[src/rtl/ps2_rx_fifo.sv]
// ps2_rx_fifo: PS/2 device-to-host receiver running entirely on the system
// clock. It synchronises and deglitches the raw pins and decodes 11-bit
// frames (start, 8 data LSB-first, odd parity, stop). A watchdog aborts
// stalled frames. Good bytes land in a first-word-fall-through FIFO.
//
// Ports:
//   clk, rst          system clock, synchronous active-high reset
//   ps2_clk, ps2_dat  raw asynchronous PS/2 pins
//   rd_ready          consumer takes rd_data this cycle (pop when rd_valid)
//   err_clr           one-cycle pulse clearing the sticky error flags
//   rd_valid          FIFO non-empty
//   rd_data           FIFO head byte (combinational, 0 when empty)
//   fifo_count        bytes currently stored
//   parity_err        sticky: a frame failed odd parity
//   frame_err         sticky: bad stop bit or watchdog abort
//   overflow          sticky: a good byte was dropped, FIFO full
module ps2_rx_fifo #(
    parameter int FIFO_DEPTH     = 8,
    parameter int FILTER_LEN     = 8,
    parameter int TIMEOUT_CYCLES = 50000
) (
    input  logic                                  clk,
    input  logic                                  rst,
    input  logic                                  ps2_clk,
    input  logic                                  ps2_dat,
    input  logic                                  rd_ready,
    input  logic                                  err_clr,
    output logic                                  rd_valid,
    output logic [7:0]                            rd_data,
    output logic [$clog2(FIFO_DEPTH+1)-1:0]       fifo_count,
    output logic                                  parity_err,
    output logic                                  frame_err,
    output logic                                  overflow
);

    localparam int AW  = $clog2(FIFO_DEPTH);
    localparam int CW  = $clog2(FIFO_DEPTH + 1);
    localparam int FW  = $clog2(FILTER_LEN + 1);
    localparam int WDW = $clog2(TIMEOUT_CYCLES + 1);

    localparam logic [FW-1:0]  FILT_LAST = FW'(FILTER_LEN - 1);
    localparam logic [WDW-1:0] WD_LAST   = WDW'(TIMEOUT_CYCLES - 1);
    localparam logic [CW-1:0]  DEPTH_C   = CW'(FIFO_DEPTH);

    typedef enum logic [1:0] {IDLE, DATA, PARITY, STOP} state_t;

    // ------------------------------------------------------------------
    // Input synchronisers and clock deglitch filter
    // ------------------------------------------------------------------
    logic          r_clk_s1, r_clk_s2, r_dat_s1, r_dat_s2;
    logic          r_filt, r_filt_d;
    logic [FW-1:0] r_filt_cnt;
    logic          w_fall;

    // Idle-high reset values keep the sync chain from faking a falling edge
    always_ff @(posedge clk) begin
        if (rst) begin
            r_clk_s1 <= 1'b1;
            r_clk_s2 <= 1'b1;
            r_dat_s1 <= 1'b1;
            r_dat_s2 <= 1'b1;
        end else begin
            r_clk_s1 <= ps2_clk;
            r_clk_s2 <= r_clk_s1;
            r_dat_s1 <= ps2_dat;
            r_dat_s2 <= r_dat_s1;
        end
    end

    // Filtered clock follows only after FILTER_LEN consecutive disagreeing
    // samples; any agreeing sample restarts the count.
    always_ff @(posedge clk) begin
        if (rst) begin
            r_filt     <= 1'b1;
            r_filt_d   <= 1'b1;
            r_filt_cnt <= '0;
        end else begin
            r_filt_d <= r_filt;
            if (r_clk_s2 != r_filt) begin
                if (r_filt_cnt == FILT_LAST) begin
                    r_filt     <= r_clk_s2;
                    r_filt_cnt <= '0;
                end else begin
                    r_filt_cnt <= r_filt_cnt + FW'(1);
                end
            end else begin
                r_filt_cnt <= '0;
            end
        end
    end

    assign w_fall = r_filt_d & ~r_filt;

    // ------------------------------------------------------------------
    // Frame decoder FSM
    // ------------------------------------------------------------------
    state_t         r_state, w_state_next;
    logic [7:0]     r_shift;
    logic [2:0]     r_bitcnt;
    logic           r_par;
    logic [WDW-1:0] r_wd;
    logic           w_start, w_shift, w_cap_par, w_eval, w_timeout;

    // A falling edge in the same cycle wins over the watchdog expiring
    assign w_timeout = (r_state != IDLE) && !w_fall && (r_wd == WD_LAST);

    always_ff @(posedge clk) begin
        if (rst) r_state <= IDLE;
        else     r_state <= w_state_next;
    end

    always_comb begin
        w_state_next = r_state;
        w_start      = 1'b0;
        w_shift      = 1'b0;
        w_cap_par    = 1'b0;
        w_eval       = 1'b0;
        if (w_timeout) begin
            w_state_next = IDLE;
        end else if (w_fall) begin
            case (r_state)
                IDLE: begin
                    if (!r_dat_s2) begin
                        w_start      = 1'b1;
                        w_state_next = DATA;
                    end
                end
                DATA: begin
                    w_shift = 1'b1;
                    if (r_bitcnt == 3'd7) w_state_next = PARITY;
                end
                PARITY: begin
                    w_cap_par    = 1'b1;
                    w_state_next = STOP;
                end
                STOP: begin
                    w_eval       = 1'b1;
                    w_state_next = IDLE;
                end
                default: w_state_next = IDLE;
            endcase
        end
    end

    always_ff @(posedge clk) begin
        if (rst) begin
            r_shift  <= '0;
            r_bitcnt <= '0;
            r_par    <= 1'b0;
            r_wd     <= '0;
        end else begin
            if (w_start) begin
                r_shift  <= '0;
                r_bitcnt <= '0;
            end
            if (w_shift) begin
                r_shift  <= {r_dat_s2, r_shift[7:1]};
                r_bitcnt <= r_bitcnt + 3'd1;
            end
            if (w_cap_par) r_par <= r_dat_s2;
            // Watchdog counts cycles since the last fall while mid-frame
            if (r_state == IDLE || w_fall) r_wd <= '0;
            else                           r_wd <= r_wd + WDW'(1);
        end
    end

    // Data plus parity must hold an odd number of ones
    logic w_par_ok, w_push_req, w_perr_set, w_ferr_set;
    assign w_par_ok   = ^{r_shift, r_par};
    assign w_push_req = w_eval & r_dat_s2 & w_par_ok;
    assign w_perr_set = w_eval & ~w_par_ok;
    assign w_ferr_set = (w_eval & ~r_dat_s2) | w_timeout;

    // ------------------------------------------------------------------
    // FWFT FIFO
    // ------------------------------------------------------------------
    logic [7:0]    r_mem [FIFO_DEPTH];
    logic [AW-1:0] r_wptr, r_rptr;
    logic [CW-1:0] r_count;
    logic          w_pop, w_push, w_ovf_set;

    assign rd_valid   = (r_count != '0);
    assign rd_data    = rd_valid ? r_mem[r_rptr] : 8'h00;
    assign fifo_count = r_count;

    assign w_pop     = rd_valid & rd_ready;
    // A full FIFO still takes a byte if the head leaves in the same cycle
    assign w_push    = w_push_req & ((r_count < DEPTH_C) | w_pop);
    assign w_ovf_set = w_push_req & ~w_push;

    always_ff @(posedge clk) begin
        if (w_push) r_mem[r_wptr] <= r_shift;
    end

    // Pointers wrap naturally because FIFO_DEPTH is a power of two
    always_ff @(posedge clk) begin
        if (rst) begin
            r_wptr  <= '0;
            r_rptr  <= '0;
            r_count <= '0;
        end else begin
            if (w_push) r_wptr <= r_wptr + AW'(1);
            if (w_pop)  r_rptr <= r_rptr + AW'(1);
            case ({w_push, w_pop})
                2'b10:   r_count <= r_count + CW'(1);
                2'b01:   r_count <= r_count - CW'(1);
                default: r_count <= r_count;
            endcase
        end
    end

    // ------------------------------------------------------------------
    // Sticky error flags: a new error beats a simultaneous clear
    // ------------------------------------------------------------------
    always_ff @(posedge clk) begin
        if (rst) begin
            parity_err <= 1'b0;
            frame_err  <= 1'b0;
            overflow   <= 1'b0;
        end else begin
            if (err_clr) begin
                parity_err <= 1'b0;
                frame_err  <= 1'b0;
                overflow   <= 1'b0;
            end
            if (w_perr_set) parity_err <= 1'b1;
            if (w_ferr_set) frame_err  <= 1'b1;
            if (w_ovf_set)  overflow   <= 1'b1;
        end
    end

endmodule

[config.mk]
export PLATFORM = sky130hd
export DESIGN_NAME = ps2_rx_fifo
export DESIGN_NICKNAME = d
export VERILOG_FILES = /design/src/rtl/ps2_rx_fifo.sv
export SDC_FILE = /design/constraint.sdc
export NUM_CORES = 1
export LEC_CHECK = 0
export CORE_MARGIN = 1
export CORE_UTILIZATION = 62
export CTS_BUF_LIST = sky130_fd_sc_hd__clkbuf_8
export DETAILED_ROUTE_END_ITERATION = 16
export GPL_ROUTABILITY_DRIVEN = 1
export PLACE_DENSITY = 0.81
export SYNTH_ARGS = -nofsm -noshare
export SYNTH_HDL_FRONTEND = slang
export SYNTH_SLANG_ARGS = --single-unit
[constraint.sdc]
create_clock -name clk -period 3.2 [get_ports clk]
set_input_delay 0.32 -clock clk [delete_from_list [all_inputs] [get_ports clk]]
set_output_delay 0.32 -clock clk [all_outputs]
set_load 0.05 [all_outputs]
==> results.sh <==
export IMPL_path_delay_family="buffers and inverters"
export IMPL_clk_latency_ns=0.42
export IMPL_ys_warn_count=0
export IMPL_nets=434
export IMPL_yosysSeqAreaShare_pct=61.7
export IMPL_die_h_um=91.2
export IMPL_rsz0062_at_grt="no"
export IMPL_slew_viol_final=0
export IMPL_layout_common_cells="edfxtp_1, nor2_1, dfxtp_1"
export IMPL_worstSetupEndpointType="output pin"
export IMPL_grt_usage_pct=22.2
export IMPL_comb_power_share_pct=0.7
export IMPL_htreeDepth=4
export IMPL_hold_class="flop to flop"
export IMPL_skew_ns=0.0128
export IMPL_drt_iter0_drc=184
export IMPL_async_flop_share_pct=0
export IMPL_die_area_mm2=0.00831
export IMPL_critPathKind="flop to output pin"
export IMPL_io_buffers=21
export IMPL_post_cts_resized=0
export IMPL_powerDensity_mw_per_mm2=510
export IMPL_wl_um=8230
export IMPL_worstPathArrival_ns=2.58
export IMPL_drtAntennaViolNets=0
export IMPL_firstDrtPassIters=4
export IMPL_route_detailed_drc=0
export IMPL_power_switching_mw=0.609
export IMPL_cts_sinks=120
export IMPL_status="completed"
export IMPL_synth_ff_type="edfxtp_1"
export IMPL_routedWlPerCell_um=15.5
export IMPL_crit_buf_inv=2
export IMPL_globalRoute_totalOverflow=0
export IMPL_holdBufCountCts=0
export IMPL_clkTransAtPathRegs_ns=0.07
export IMPL_avgSynthCellArea_um2=13.1
export IMPL_worst_pin_slew_ns=0.623
export IMPL_synthesis_area_mm2=0.00493
export IMPL_place_gp_congestion=0.723
export IMPL_setup_slack_ns=0.301
export IMPL_setup_viol=0
export IMPL_num_rows=32
export IMPL_via_count=2923
export IMPL_cpPeakStageDelay_ns=0.70
export IMPL_vdd_drop_max_mv=0.331
export IMPL_slew_headroom_pct=58.1
export IMPL_ios=22
export IMPL_dp_hpwl_um=5450
export IMPL_syn_to_final_growth_pct=15.9
export IMPL_tns_ns=0
export IMPL_cts_made_buffers=17
export IMPL_cp_slowest_cell="clkdlybuf4s50_1"
export IMPL_finalCritPeriodShare_pct=90.6
export IMPL_drv_cap=0
export IMPL_crit_fanout=16
export IMPL_fmax_ghz=0.345
export IMPL_viasPerCell=5.52
export IMPL_cts_tree="built"
export IMPL_syn_inst=375
export IMPL_initial_core_util_pct=63.8
export IMPL_fin_crit_ns=2.90
export IMPL_yosys_register_bits=120
export IMPL_p_int_mw=2.31
export IMPL_dieWidth_um=91.2
export IMPL_p_sw_share_pct=20.9
export IMPL_worstPathRequired_ns=2.88
export IMPL_cts_root_buf="clkbuf_8"
export IMPL_clockPowerShare_pct=44.2
export IMPL_seqPwrFrac_pct=55.1
export IMPL_syn_nets=394
export IMPL_hold_viol=0
export IMPL_path_cells="buf_4, mux4_2, mux2i_1, nor2_1, clkdlybuf4s50_1"
export IMPL_synth_edf_count=64
export IMPL_drive_gt1_share_pct=18.0
export IMPL_antenna_found_initial=0
export IMPL_place_ws_ns=0.371
export IMPL_cellLeakagePower_nw=1.91
export IMPL_fp_coreArea_mm2=0.00773
export IMPL_grt_max_degree=18
export IMPL_grt_pass1_vias=2884
export IMPL_layout_commonest_cell="edfxtp_1"
export IMPL_synth_cell_types=43
export IMPL_diodes=0
export IMPL_post_cts_repair_setup_buffers=0
export IMPL_grt_pass1_wl_um=13800
export IMPL_clockBufferDepth=2
export IMPL_start_kind="flop"
==> power by group through the flow <==
stage / sequential, mW / combinational [mW] / clock, mW
after floorplan: 1.64 / 0.00999 / 0
after CTS: 1.61 / 0.0198 / 1.32
after global routing: 1.61 / 0.0220 / 1.39
after global placement: 1.64 / 0.0196 / 0
after detailed placement: 1.64 / 0.0197 / 0
final: 1.61 / 0.0196 / 1.29
==> layer usage <==
| layer | wire, um | share of wire, % | up-vias | GRT usage [%] |
|---|---|---|---|---|
| met1 | 3620 | 44 | 1422 | 28.2 |
| met5 | 0 | 0 | - | 0 |
| met4 | 91 | 1.1 | 0 | 8.47 |
| met2 | 4160 | 51 | 64 | 37.1 |
| li1 | - | - | 1429 | - |
| met3 | 357 | 4.3 | 8 | 5.53 |
==> stage by stage <==
stage	cell area [um^2]	hold WS (ns)	instances	total power [mW]	util (%)
after floorplan	4930	0.389	375	1.65	-
after global placement	5330	0.394	498	1.66	68.9
after detailed placement	5330	0.400	498	1.66	68.9
after CTS	5710	0.416	530	2.95	73.9
after global routing	5710	0.425	530	3.02	73.9
final	5710	0.411	530	2.92	73.9
==> cells by family after synthesis <==
logic type,after synthesis,synth area share (%)
AOI/OAI and AO/OA,29,3.60
xor gates and xnor gates,27,5.40
adders and majority gates,13,3.30
buffers and inverters,26,2.03
DFF,120,61.7
muxes,31,10.6
and+or+nand+nor,129,13.3
==> final timing paths <==
| check | startpoint | to | slack [ns] | depth (start not counted) |
|---|---|---|---|---|
| hold reg to reg | r_dat_s1 | r_dat_s2 | 0.41 | 1 |
| setup / recovery | flop | rd_data[1] | 0.30 | 5 |
| setup reg to reg | r_shift[0] | fifo_count[2] | 0.33 | 10 |
| hold / removal | r_dat_s1 | r_dat_s2 | 0.41 | 1 |
==> area by class of cell <==
class                           count  area, um^2
Clock buffer                       17         234
Clock inverter                     15         154
Multi-Input combinational cell    229        1790
Inverter                           10        37.5
Timing Repair Buffer               37         330
Sequential cell                   120        3040
Tap cell                          102         128
Fill cell                         489        2010
==> Yosys cell counts, types with 2 or more instances <==
cell	count	area, um^2
a21oi_1	9	45.0
a22oi_1	10	75.1
and2_1	3	18.8
and4_1	2	17.5
buf_2	2	10.0
clkbuf_1	13	48.8
dfxtp_1	56	1120
edfxtp_1	64	1920
ha_1	13	163
inv_1	9	33.8
mux2i_1	14	140
mux4_2	16	360
nand2_1	13	48.8
nand2b_1	4	25.0
nand3_1	8	40.0
nand4_1	4	25.0
nor2_1	60	225
nor2b_1	5	31.3
nor3_1	4	20.0
nor4bb_1	2	20.0
o21ai_0	7	35.0
or2_2	7	43.8
or3_1	7	43.8
xnor2_1	13	114
xor2_1	12	105
==> flip-flops by register name (all words and copies together), names as in the netlist, 2 cells and up, named ones only <==
name	cells
r_mem	64
r_wd	16
r_shift	8
fifo_count	4
r_filt_cnt	4
r_bitcnt	3
r_rptr	3
r_wptr	3
r_state	2
Power figures use the tool's default switching activity.
